$ cat src/rtl/operand_fetch_stage.sv
`default_nettype none
// ============================================================================
// Module   : operand_fetch_stage
// Purpose  : RV32I decode / operand-fetch stage sitting directly upstream of
//            register_file. Drives the register file read indices, selects
//            operands (with same-cycle writeback bypass), tracks pending
//            destinations in a scoreboard, stalls on RAW hazards and registers
//            the payload for execute.
// Ports    : of_clk, of_ares_n          clock / async active-low reset
//            if_valid/if_ready          fetch-side handshake
//            if_instr, if_pc            fetched instruction and its PC
//            rf_ra_dec, rf_rb_dec       rs1/rs2 indices to register_file
//            rf_qa, rf_qb               register_file read data
//            wb_en, wb_rd, wb_data      writeback (same as register_file write)
//            ex_valid/ex_ready          execute-side handshake
//            ex_instr, ex_pc            registered instruction / PC
//            ex_rs1_val, ex_rs2_val     registered operands
//            ex_rd                      destination (0 = no register write)
//            ex_illegal                 opcode outside the RV32I base set
// Revision : 1.0 - initial release
// ============================================================================
module operand_fetch_stage #(
  parameter int XLEN       = 32,
  parameter int ADDR_WIDTH = 5,
  parameter int PC_W       = 32
) (
  input  logic                  of_clk,
  input  logic                  of_ares_n,
  input  logic                  if_valid,
  output logic                  if_ready,
  input  logic [31:0]           if_instr,
  input  logic [PC_W-1:0]       if_pc,
  output logic [ADDR_WIDTH-1:0] rf_ra_dec,
  output logic [ADDR_WIDTH-1:0] rf_rb_dec,
  input  logic [XLEN-1:0]       rf_qa,
  input  logic [XLEN-1:0]       rf_qb,
  input  logic                  wb_en,
  input  logic [ADDR_WIDTH-1:0] wb_rd,
  input  logic [XLEN-1:0]       wb_data,
  output logic                  ex_valid,
  input  logic                  ex_ready,
  output logic [31:0]           ex_instr,
  output logic [PC_W-1:0]       ex_pc,
  output logic [XLEN-1:0]       ex_rs1_val,
  output logic [XLEN-1:0]       ex_rs2_val,
  output logic [ADDR_WIDTH-1:0] ex_rd,
  output logic                  ex_illegal
);

  localparam int         c_NREGS      = 1 << ADDR_WIDTH;
  localparam logic [6:0] c_OPC_LUI    = 7'b0110111;
  localparam logic [6:0] c_OPC_AUIPC  = 7'b0010111;
  localparam logic [6:0] c_OPC_JAL    = 7'b1101111;
  localparam logic [6:0] c_OPC_JALR   = 7'b1100111;
  localparam logic [6:0] c_OPC_BRANCH = 7'b1100011;
  localparam logic [6:0] c_OPC_LOAD   = 7'b0000011;
  localparam logic [6:0] c_OPC_STORE  = 7'b0100011;
  localparam logic [6:0] c_OPC_OPIMM  = 7'b0010011;
  localparam logic [6:0] c_OPC_OP     = 7'b0110011;

  // Instruction fields
  logic [6:0]            w_opcode;
  logic [ADDR_WIDTH-1:0] w_rs1;
  logic [ADDR_WIDTH-1:0] w_rs2;
  logic [ADDR_WIDTH-1:0] w_rd;

  assign w_opcode = if_instr[6:0];
  assign w_rs1    = if_instr[15 +: ADDR_WIDTH];
  assign w_rs2    = if_instr[20 +: ADDR_WIDTH];
  assign w_rd     = if_instr[7 +: ADDR_WIDTH];

  assign rf_ra_dec = w_rs1;
  assign rf_rb_dec = w_rs2;

  // Opcode class decode
  logic w_use_rs1;
  logic w_use_rs2;
  logic w_wr_rd;
  logic w_illegal;

  always_comb begin
    w_use_rs1 = 1'b0;
    w_use_rs2 = 1'b0;
    w_wr_rd   = 1'b0;
    w_illegal = 1'b0;
    case (w_opcode)
      c_OPC_LUI, c_OPC_AUIPC, c_OPC_JAL: w_wr_rd = 1'b1;
      c_OPC_JALR, c_OPC_LOAD, c_OPC_OPIMM: begin
        w_use_rs1 = 1'b1;
        w_wr_rd   = 1'b1;
      end
      c_OPC_BRANCH, c_OPC_STORE: begin
        w_use_rs1 = 1'b1;
        w_use_rs2 = 1'b1;
      end
      c_OPC_OP: begin
        w_use_rs1 = 1'b1;
        w_use_rs2 = 1'b1;
        w_wr_rd   = 1'b1;
      end
      default: w_illegal = 1'b1;
    endcase
  end

  // State
  logic                  r_ex_valid;
  logic [31:0]           r_ex_instr;
  logic [PC_W-1:0]       r_ex_pc;
  logic [XLEN-1:0]       r_ex_rs1_val;
  logic [XLEN-1:0]       r_ex_rs2_val;
  logic [ADDR_WIDTH-1:0] r_ex_rd;
  logic                  r_ex_illegal;
  logic [c_NREGS-1:0]    r_sb;

  // Operand select. The register file write lands only on the next edge, so a
  // writeback to the same index this cycle must be forwarded from wb_data.
  logic            w_act_a;
  logic            w_act_b;
  logic            w_byp_a;
  logic            w_byp_b;
  logic [XLEN-1:0] w_op_a;
  logic [XLEN-1:0] w_op_b;

  assign w_act_a = w_use_rs1 && (w_rs1 != '0);
  assign w_act_b = w_use_rs2 && (w_rs2 != '0);
  assign w_byp_a = wb_en && (wb_rd == w_rs1);
  assign w_byp_b = wb_en && (wb_rd == w_rs2);
  assign w_op_a  = !w_act_a ? '0 : (w_byp_a ? wb_data : rf_qa);
  assign w_op_b  = !w_act_b ? '0 : (w_byp_b ? wb_data : rf_qb);

  // A pending source is harmless when its writeback arrives this same cycle,
  // since the bypass above supplies the value.
  logic w_stall;
  logic w_accept;
  logic [ADDR_WIDTH-1:0] w_dest;

  assign w_stall  = (w_act_a && r_sb[w_rs1] && !w_byp_a) ||
                    (w_act_b && r_sb[w_rs2] && !w_byp_b);
  assign if_ready = !w_stall && (!r_ex_valid || ex_ready);
  assign w_accept = if_valid && if_ready;
  assign w_dest   = (w_wr_rd && (w_rd != '0)) ? w_rd : '0;

  // Clear before set so a new writer of the same index stays pending.
  logic [c_NREGS-1:0] w_sb_next;

  always_comb begin
    w_sb_next = r_sb;
    if (wb_en && (wb_rd != '0)) begin
      w_sb_next[wb_rd] = 1'b0;
    end
    if (w_accept && (w_dest != '0)) begin
      w_sb_next[w_dest] = 1'b1;
    end
    w_sb_next[0] = 1'b0;
  end

  always_ff @(posedge of_clk or negedge of_ares_n) begin
    if (!of_ares_n) begin
      r_ex_valid   <= 1'b0;
      r_ex_instr   <= '0;
      r_ex_pc      <= '0;
      r_ex_rs1_val <= '0;
      r_ex_rs2_val <= '0;
      r_ex_rd      <= '0;
      r_ex_illegal <= 1'b0;
      r_sb         <= '0;
    end else begin
      r_sb <= w_sb_next;
      if (w_accept) begin
        r_ex_valid   <= 1'b1;
        r_ex_instr   <= if_instr;
        r_ex_pc      <= if_pc;
        r_ex_rs1_val <= w_op_a;
        r_ex_rs2_val <= w_op_b;
        r_ex_rd      <= w_dest;
        r_ex_illegal <= w_illegal;
      end else if (ex_ready) begin
        r_ex_valid   <= 1'b0;
      end
    end
  end

  assign ex_valid   = r_ex_valid;
  assign ex_instr   = r_ex_instr;
  assign ex_pc      = r_ex_pc;
  assign ex_rs1_val = r_ex_rs1_val;
  assign ex_rs2_val = r_ex_rs2_val;
  assign ex_rd      = r_ex_rd;
  assign ex_illegal = r_ex_illegal;

endmodule
`default_nettype wire

$ cat config.mk
export PLATFORM = sky130hd
export DESIGN_NAME = operand_fetch_stage
export DESIGN_NICKNAME = d
export VERILOG_FILES = /design/src/rtl/operand_fetch_stage.sv
export SDC_FILE = /design/constraint.sdc
export NUM_CORES = 1
export LEC_CHECK = 0
export ABC_CLOCK_PERIOD_IN_PS = 3700
export BUFFER_PORTS_ARGS = -buffer_cell sky130_fd_sc_hd__buf_2
export CORE_ASPECT_RATIO = 0.5
export CORE_UTILIZATION = 35
export CTS_CLUSTER_DIAMETER = 100
export CTS_CLUSTER_SIZE = 16
export DETAILED_ROUTE_END_ITERATION = 10
export PLACE_DENSITY = 0.61
export SLEW_MARGIN = 40
export SYNTH_ARGS = -nofsm -noshare
export SYNTH_HDL_FRONTEND = slang
export SYNTH_SLANG_ARGS = --single-unit
$ cat constraint.sdc
create_clock -name of_clk -period 3.7 [get_ports of_clk]
set_input_delay 0.74 -clock of_clk [delete_from_list [all_inputs] [get_ports of_clk]]
set_output_delay 0.74 -clock of_clk [all_outputs]
set_load 0.01 [all_outputs]
==> results of run 1 <==
==> power breakdown <==
part	total, mW	internal [mW]	switching (mW)	leakage [nW]
registers	2.02	1.95	0.0724	2.16
logic	0.821	0.411	0.410	3.21
clock network	1.96	1.22	0.744	0.303
total	4.80	3.58	1.23	5.67
==> routing by layer <==
layer / global-route usage / routed length (microns)
met1: 0.263 / 10900
met2: 0.350 / 12900
met3: 0.0393 / 1100
met4: 0.0717 / 414
met5: 0 / 0
==> cells in the final DEF, fill, tap and decap left out, types with 3 or more instances in the layout <==
cell type / n
buf_2: 314
dfrtp_1: 166
mux2_2: 81
mux2i_1: 75
nor2_1: 72
mux2_4: 57
o21ai_0: 34
o31ai_1: 30
buf_4: 21
clkbuf_16: 17
nand2_1: 13
nand3b_1: 12
nand3_1: 11
mux4_2: 9
buf_12: 9
xor2_1: 8
inv_1: 6
nor2b_1: 5
nand2b_1: 5
bufinv_16: 5
a21oi_1: 4
or3b_2: 3
clkinvlp_4: 3
==> path summary, 6_finish.rpt <==
kind / cells past startpoint / end / slack, ns
worst max-delay path: 8 / if_ready / 0.21
worst min-delay path: 1 / ex_pc[7]$_DFFE_PN0P_ / 0.33
worst max register to register: 7 / ex_rs1_val[22]$_DFFE_PN0P_ / 0.95
worst min register to register: 1 / ex_rs1_val[13]$_DFFE_PN0P_ / 0.50
max in group asynchronous: 2 / ex_rs1_val[25]$_DFFE_PN0P_ / 2.62
min in group of_clk: 1 / ex_rs1_val[13]$_DFFE_PN0P_ / 0.50
==> flip-flops by register name (all words and copies together), names as in the netlist <==
signal,cells
ex_rs1_val,32
ex_pc,32
ex_rs2_val,32
ex_instr,32
ex_illegal,1
r_sb,31
ex_valid,1
ex_rd,5
==> cell usage after synthesis, types with 3 or more instances <==
library cell / count / area share
mux2_2: 81 / 0.11
nor2_1: 72 / 0.032
buf_4: 11 / 0.0097
nand2_1: 13 / 0.0057
mux2_4: 57 / 0.10
nand2b_1: 5 / 0.0037
nand3b_1: 12 / 0.011
mux4_2: 9 / 0.024
xor2_1: 8 / 0.0082
o21ai_0: 34 / 0.020
clkbuf_1: 19 / 0.0084
buf_1: 9 / 0.0040
and3_1: 3 / 0.0022
inv_1: 6 / 0.0026
dfrtp_1: 166 / 0.49
buf_6: 7 / 0.0092
mux2i_1: 75 / 0.088
a21oi_1: 4 / 0.0023
o31ai_1: 30 / 0.026
or3b_2: 3 / 0.0031
nand3_1: 12 / 0.0070
buf_2: 13 / 0.0076
nor2b_1: 5 / 0.0037
==> layout make-up <==
| class | instances | area [sq um] | area share |
|---|---|---|---|
| multi-input combinational | 453 | 4040 | 0.362 |
| tap | 307 | 384 | 0.0344 |
| clock buffer | 20 | 447 | 0.0400 |
| sequential | 166 | 4150 | 0.372 |
| timing repair buffer | 345 | 1920 | 0.172 |
| inverter | 6 | 22.5 | 0.00202 |
| clock inverter | 11 | 199 | 0.0178 |
==> through the flow <==
step	hold WS, ns	cell area [sq um]	worst slack [ns]	std cells	utilization
after floorplan	0.444	8530	0.0547	684	-
after global placement	0.485	10500	0.229	1277	0.450
after detailed placement	0.487	10500	0.213	1277	0.450
after CTS	0.369	11200	0.201	1308	0.478
after global routing	0.397	11200	0.126	1308	0.478
final	0.334	11200	0.210	1308	0.478
==> logic make-up (layout without fill, tap and decap cells) <==
family                    Yosys count  after routing
buffers and inverters              65            382
xor gates and xnor gates           10             10
muxes                             222            222
and+or+nand+nor                   137            137
DFF                               166            166
AOI/OAI and AO/OA                  84             84
==> metrics, run 1 <==
status=finished clean; maximum vdd drop=0.261 mV; Fin Clk Skew=0.0107 ns; Post-DP HPWL=18800 microns; critical path's largest stage delay=0.55 ns; vias in the first global route=7054; HP Class=input pin to async pin; Pleak=5.67 nW; post-synthesis sequential area ratio=0.487; worst setup path start=if_instr[15]; Pre-antenna DRT Iters=5; final WL=25300 microns; PortBufs=315; compound-gate portion of the synthesized area=0.0644; Synth Area in Simple Gates=0.0782; Netlist cell types=45; Clk Latency, worst-skew pair=0.44 ns; total clock buffers created by CTS=17; Mapped Nets=854; setup bufs post-CTS=0; synth warn=0; Final Hold Viols=0; Longest Clk Path Bufs=2; actual slew at the worst max-slew pin=0.699 ns; DRC viols=0; largest net degree at the start of global routing=85; Core Area=0.0234 sq mm; area delta synth->final=30.9%; Vias/cell=5.12; standard-cell rows=39; Layout Nets=1159; adder-cell share of the synthesized area=0; cells after synthesis=684; clock sinks=166; element type at the critical path start=input pin; number of routed nets with antenna violations=0; Sum Neg Setup Slack=0 ns; most frequent CP cell=buf_2; initial core utilization=0.365; CP Capture Type=output pin; n_diodes=0; number of synthesized flops with an enable pin=0; Slowest-stage cell, CP=or4_4; CTS tree=yes; Setup violations, final=0; Synth Area per Inst=12.5 sq um; Clock transition at path regs=0.06 ns; total of max-cap violations=0; origin of the critical flop-to-flop path=r_sb[3]$_DFF_PN0_; Critical Path RT=2.96 ns; initial antenna violation count=0; die height=112 microns; largest family of logic cells by synthesized area=multiplexers; Slew Viols, Final=0; WS Path Type=input pin to output pin; Worst slew margin=0.534; overall global routing resource usage=0.206; Die Wd=223 microns; first-pass GRT wire length=39500 microns; Synth Area in XOR/XNOR=0.0103; gr ovfl total=0; Tcrit/Tclk final=0.943; Die ar.=0.0250 sq mm; ys flop type=dfrtp_1; Iter 0 DRT Violations=415; I/O pins=316; share of cells above drive strength 1=0.527; Final Wtd Congestion=0.942; H-tree Lvls=4; WP buf/inv=3; post-CTS sizing=0; CP top delay family=simple AND/OR/NAND/NOR gates; wire per inst=19.3 microns; fmax=287 MHz; root buf cell=clkbuf_16; mux cell area share after synthesis=0.319; Synth Register Bits=166; unrepaired setup endpoints after global routing=no; worst-path cell chain=buf_2 -> nor2_1 -> nor4b_1 -> or4_1 -> or4_4 -> o211ai_1 -> inv_1 -> buf_2; Crit Path Max Fanout=6; ys async rst share=1.00; power consumption=4.80 mW; DR vias=6698; Post-Synthesis Cell Area=0.00853 sq mm; Period minus WS final=3.49 ns; Hold Buf Count CTS=0; Worst EP arrival=2.75 ns; fill cell count=2145; Power Density=430 mW/mm^2
(Power assumes the default switching activity.)
==> run 2, diff against run 1 <==
--- a/config.mk
+++ b/config.mk
@@ -8,6 +8,7 @@
 export ABC_CLOCK_PERIOD_IN_PS = 3700
 export BUFFER_PORTS_ARGS = -buffer_cell sky130_fd_sc_hd__buf_2
 export CORE_ASPECT_RATIO = 0.5
+export CORE_MARGIN = 2
 export CORE_UTILIZATION = 35
 export CTS_CLUSTER_DIAMETER = 100
 export CTS_CLUSTER_SIZE = 16
==> run 2 against run 1 <==
  * Worst hold slack improved by 0.0021 ns
  * Die area rose by 2.7%
  * Utilization fell by 1.7 points
  * Fmax rose by 0.30%
  * Largest power group unchanged
==> metrics, run 2 (same netlist as run 1, synthesis figures left out) <==
area delta synth->final=29.5%; element type at the critical path start=input pin; CTS tree=yes; initial core utilization=0.356 (-0.00913); Pre-antenna DRT Iters=5 (unchanged); setup bufs post-CTS=0 (unchanged); Clock transition at path regs=0.06 ns (about the same); CP Capture Type=output pin; overall global routing resource usage=0.188 (-0.0175); flop2flop setup slack=0.90 ns (-0.05 ns); Power Density=425 mW/mm^2 (-1.1%); most frequent cells in the layout=314 x buf_2, 166 x dfrtp_1, 81 x mux2_2, 75 x mux2i_1, 72 x nor2_1; PortBufs=315 (unchanged); critical path's largest stage delay=0.54 ns (about the same); clock sinks=166 (unchanged); post-CTS sizing=0 (unchanged); Fin Clk Skew=0.00827 ns (-0.00242 ns); Worst slew margin=0.546 (+0.0123); WP buf/inv=3 (unchanged); DRC viols=0 (unchanged); die height=114 microns (+1.8%); number of routed nets with antenna violations=0 (unchanged); total of max-cap violations=0 (unchanged); initial antenna violation count=0 (unchanged); gr ovfl total=0 (unchanged); Hold Buf Count CTS=0 (unchanged); actual slew at the worst max-slew pin=0.681 ns (-0.0185 ns); Critical Path RT=2.96 ns (about the same); Slowest-stage cell, CP=mux4_2; Vias/cell=5.06 (-1.3%); fill cell count=2250 (+4.9%); Crit Path Max Fanout=11 (+5); WS Path Type=input pin to output pin; wire per inst=18.6 microns (-3.9%); power consumption=4.70 mW (-2.2%); commonest non-fill, non-tap cell in the layout=buf_2; Sum Neg Setup Slack=0 ns (unchanged); status=finished clean; Setup violations, final=0 (unchanged); most frequent CP cell=buf_2; Layout Nets=1150 (-0.78%); DR vias=6607 (-1.4%); R2R Path End=ex_pc[12]$_DFFE_PN0P_; worst setup path start=if_instr[17]; H-tree Lvls=4 (unchanged); Core Area=0.0240 sq mm (+2.6%); Worst EP arrival=2.74 ns (about the same); I/O pins=316 (unchanged); fmax=287 MHz (+0.30%); Final Wtd Congestion=0.847 (-10%); Die Wd=225 microns (+0.90%); Longest Clk Path Bufs=2 (unchanged); Period minus WS final=3.48 ns (-0.0103 ns); worst-path cell chain=buf_2 -> mux4_2 -> mux2_2 -> a221oi_1 -> o211ai_1 -> inv_1 -> buf_2; Clk Latency, worst-skew pair=0.44 ns (about the same); total clock buffers created by CTS=17 (unchanged); Final Hold Viols=0 (unchanged); origin of the critical flop-to-flop path=r_sb[7]$_DFF_PN0_; Tcrit/Tclk final=0.940 (-0.00279); maximum vdd drop=0.202 mV (-22%); unrepaired setup endpoints after global routing=no; Iter 0 DRT Violations=499 (+20%); Worst R2R Path Depth=6 (-1); Post-DP HPWL=18000 microns (-4.4%); Pleak=5.61 nW (-1.2%); standard-cell rows=40 (+2.6%); largest net degree at the start of global routing=85 (unchanged); HP Class=input pin to async pin; first-pass GRT wire length=37300 microns (-5.6%); final WL=24300 microns (-4.0%); root buf cell=clkbuf_16; Slew Viols, Final=0 (unchanged); CP top delay family=multiplexers; n_diodes=0 (unchanged); Die ar.=0.0257 sq mm (+2.7%); share of cells above drive strength 1=0.523 (-0.00429); vias in the first global route=6772 (-4.0%); Core Util, Final=0.461 (-0.0170)
-- run 2: layer usage --
metal  share of wire  vias to the layer above  wire, microns  GRT usage
li1                -                     3055              -          -
met1            0.43                     3351          10400      0.239
met2            0.51                      166          12300      0.320
met3           0.043                       35           1030     0.0403
met4           0.022                        0            532     0.0671
met5               0                        -              0          0
-- run 2: where the power goes --
part	total (mW)	internal, mW	switching, mW
sequential	2.02	1.95	0.0705
clock	1.88	1.15	0.728
combinational	0.802	0.399	0.403
-- run 2: through the flow --
stage | std cells | hold slack [ns] | worst slack (ns) | area [sq um]
6_report | 1307 | 0.336 | 0.221 | 11000
3_5_place_dp | 1276 | 0.490 | 0.193 | 10400
2_1_floorplan | 684 | 0.444 | 0.0547 | 8530
5_1_grt | 1307 | 0.386 | 0.107 | 11000
3_3_place_gp | 1276 | 0.484 | 0.242 | 10400
4_1_cts | 1307 | 0.376 | 0.194 | 11000
-- run 2: worst max-delay path by stage --
stage	endpoint	cells after the start
6_report	if_ready	7
5_1_grt	if_ready	7
4_1_cts	if_ready	7
3_5_place_dp	ex_pc[25]$_DFFE_PN0P_	7
3_3_place_gp	if_ready	7
2_1_floorplan	if_ready	9
-- run 2: layout make-up --
type / instances / area (sq um) / area share
clock buffers: 24 / 502 / 0.0454
clock inverters: 7 / 118 / 0.0106
inverters: 6 / 22.5 / 0.00204
multi-input cells: 453 / 4040 / 0.366
flip-flops and latches: 166 / 4150 / 0.376
well taps: 315 / 394 / 0.0357
repair buffers: 336 / 1820 / 0.165
==> run 3, diff against run 2 <==
--- a/config.mk
+++ b/config.mk
@@ -9,11 +9,11 @@
 export BUFFER_PORTS_ARGS = -buffer_cell sky130_fd_sc_hd__buf_2
 export CORE_ASPECT_RATIO = 0.5
 export CORE_MARGIN = 2
-export CORE_UTILIZATION = 35
+export CORE_UTILIZATION = 45
 export CTS_CLUSTER_DIAMETER = 100
 export CTS_CLUSTER_SIZE = 16
 export DETAILED_ROUTE_END_ITERATION = 10
-export PLACE_DENSITY = 0.61
+export PLACE_DENSITY = 0.76
 export SLEW_MARGIN = 40
 export SYNTH_ARGS = -nofsm -noshare
 export SYNTH_HDL_FRONTEND = slang
==> run 3 against run 2 <==
  * Sequential share of layout area increased by 0.30 points
  * Sequential power about the same
  * Critical endpoint unchanged
  * Count of clock-buffer cells in the layout decreased by 6
  * Clock skew increased by 0.0059 ns
  * Die area decreased by 22%
==> metrics, run 3 (same netlist as run 1, synthesis figures left out) <==
initial core utilization=0.462 (+0.106); GR Util met1=0.308 (+0.0690); Die Wd=199 microns (-12%); root buf cell=clkbuf_16; total clock buffers created by CTS=17 (unchanged); Post-DP HPWL=17800 microns (-0.91%); final WL=24400 microns (+0.41%); overall global routing resource usage=0.242 (+0.0537); I/O pins=316 (unchanged); Placement Setup Slack=0.220 ns (+0.0267 ns); placed instance area=0.0104 sq mm (-0.41%); Clk Latency, worst-skew pair=0.43 ns (about the same); maximum vdd drop=0.297 mV (+47%); clock sinks=166 (unchanged); CP Capture Type=output pin; largest net degree at the start of global routing=77 (-9.4%); Tcrit/Tclk final=0.926 (-0.0148); number of routed nets with antenna violations=0 (unchanged); CTS tree=yes; Final Wtd Congestion=0.940 (+11%); Sum Neg Setup Slack=0 ns (unchanged); commonest non-fill, non-tap cell in the layout=buf_2; Power Density=421 mW/mm^2 (-1.1%); Final Hold Viols=0 (unchanged); fmax=292 MHz (+1.6%); DRC viols=0 (unchanged); initial antenna violation count=1 (+1); Critical Path RT=2.96 ns (about the same); WS Path Type=input pin to output pin; wire per inst=19.4 microns (+4.7%); Crit Path Max Fanout=11 (unchanged); Vias/cell=5.41 (+7.0%); area delta synth->final=28.4%; HP Class=input pin to async pin; Core Util, Final=0.593 (+0.132); Core Area=0.0185 sq mm (-23%); grt met3 use=0.0473 (+0.00700); DR vias=6780 (+2.6%); Pre-antenna DRT Iters=5 (unchanged); post-CTS sizing=0 (unchanged); Worst slew margin=0.526 (-0.0204); H-tree Lvls=4 (unchanged); Setup violations, final=0 (unchanged); share of cells above drive strength 1=0.527 (+0.00345); Hold WS=0.320 ns (-0.0160 ns); Fin Clk Skew=0.0142 ns (+0.00593 ns); met2 GRT Util=0.425 (+0.105); setup bufs post-CTS=0 (unchanged); cell area after layout=0.0110 sq mm (-0.79%); Longest Clk Path Bufs=2 (unchanged); PortBufs=315 (unchanged); gr ovfl total=0 (unchanged); Period minus WS final=3.42 ns (-0.0548 ns); first-pass GRT wire length=37600 microns (+0.76%); Die ar.=0.0201 sq mm (-22%); Iter 0 DRT Violations=450 (-9.8%); actual slew at the worst max-slew pin=0.711 ns (+0.0307 ns); Hold Buf Count CTS=0 (unchanged); Placed Cells=1222 (-4.2%); unrepaired setup endpoints after global routing=no; vias in the first global route=6906 (+2.0%); worst setup margin=0.275 ns (+0.0548 ns); status=finished clean; Worst EP arrival=2.68 ns (-0.06 ns); n_diodes=0 (unchanged); total of max-cap violations=0 (unchanged); element type at the critical path start=input pin; Layout Nets=1152 (+0.17%); gr busiest metal=met2; Pleak=5.62 nW (+0.17%); die height=101 microns (-11%); power consumption=4.61 mW (-1.9%); Slew Viols, Final=0 (unchanged); Finished Layout Cells=1254 (-4.1%); standard-cell rows=35 (-13%); most frequent cells in the layout=314 x buf_2, 166 x dfrtp_1, 81 x mux2_2, 75 x mux2i_1, 72 x nor2_1; Clock transition at path regs=0.07 ns (about the same)
[run 3: cell types whose count changed in the layout (fill, tap and decap cells not counted), moves of 2 or more]
cell	before	now
clkbuf_1	2	0
clkinv_2	1	3
clkbuf_8	6	1
bufinv_16	3	1
clkinv_4	0	2
inv_6	0	6
clkinvlp_4	3	0
inv_8	0	2
[run 3: final cells by class]
type	count	area, sq um
fillers	1575	7520
flip-flops and latches	166	4150
multi-input cells	453	4040
repair buffers	338	1840
clock buffers	18	439
well taps	259	324
clock inverters	14	138
inverters	6	22.5
[run 3: worst paths after layout]
| check | depth (start not counted) | endpoint | from | slack, ns |
|---|---|---|---|---|
| min | 1 | r_sb[3]$_DFF_PN0_ | of_ares_n | 0.32 |
| min reg2reg | 1 | ex_instr[31]$_DFFE_PN0P_ | ex_instr[31]$_DFFE_PN0P_ | 0.50 |
| max | 7 | if_ready | if_instr[17] | 0.28 |
| min in group of_clk | 1 | ex_instr[31]$_DFFE_PN0P_ | ex_instr[31]$_DFFE_PN0P_ | 0.50 |
| max reg2reg | 6 | ex_rs1_val[9]$_DFFE_PN0P_ | r_sb[3]$_DFF_PN0_ | 0.89 |
| max in group asynchronous | 2 | r_sb[5]$_DFF_PN0_ | of_ares_n | 2.51 |
[run 3: critical path, stage by stage]
cell      delay, ns
buf_2          0.27
mux4_2         0.55
mux2_2         0.27
a221oi_1       0.45
o211ai_1       0.17
inv_1          0.09
buf_2          0.14
[run 3: per-layer routing]
| metal | vias to the layer above | share of wire |
|---|---|---|
| met4 | 2 | 0.016 |
| met3 | 40 | 0.050 |
| met2 | 241 | 0.51 |
| met1 | 3439 | 0.42 |
| li1 | 3058 | - |
| met5 | - | 0.00053 |
[run 3: power by group]
part / internal (mW) / total, mW / switching (mW)
combinational: 0.404 / 0.815 / 0.411
clock: 0.967 / 1.77 / 0.800
sequential: 1.95 / 2.03 / 0.0789
total: 3.32 / 4.61 / 1.29
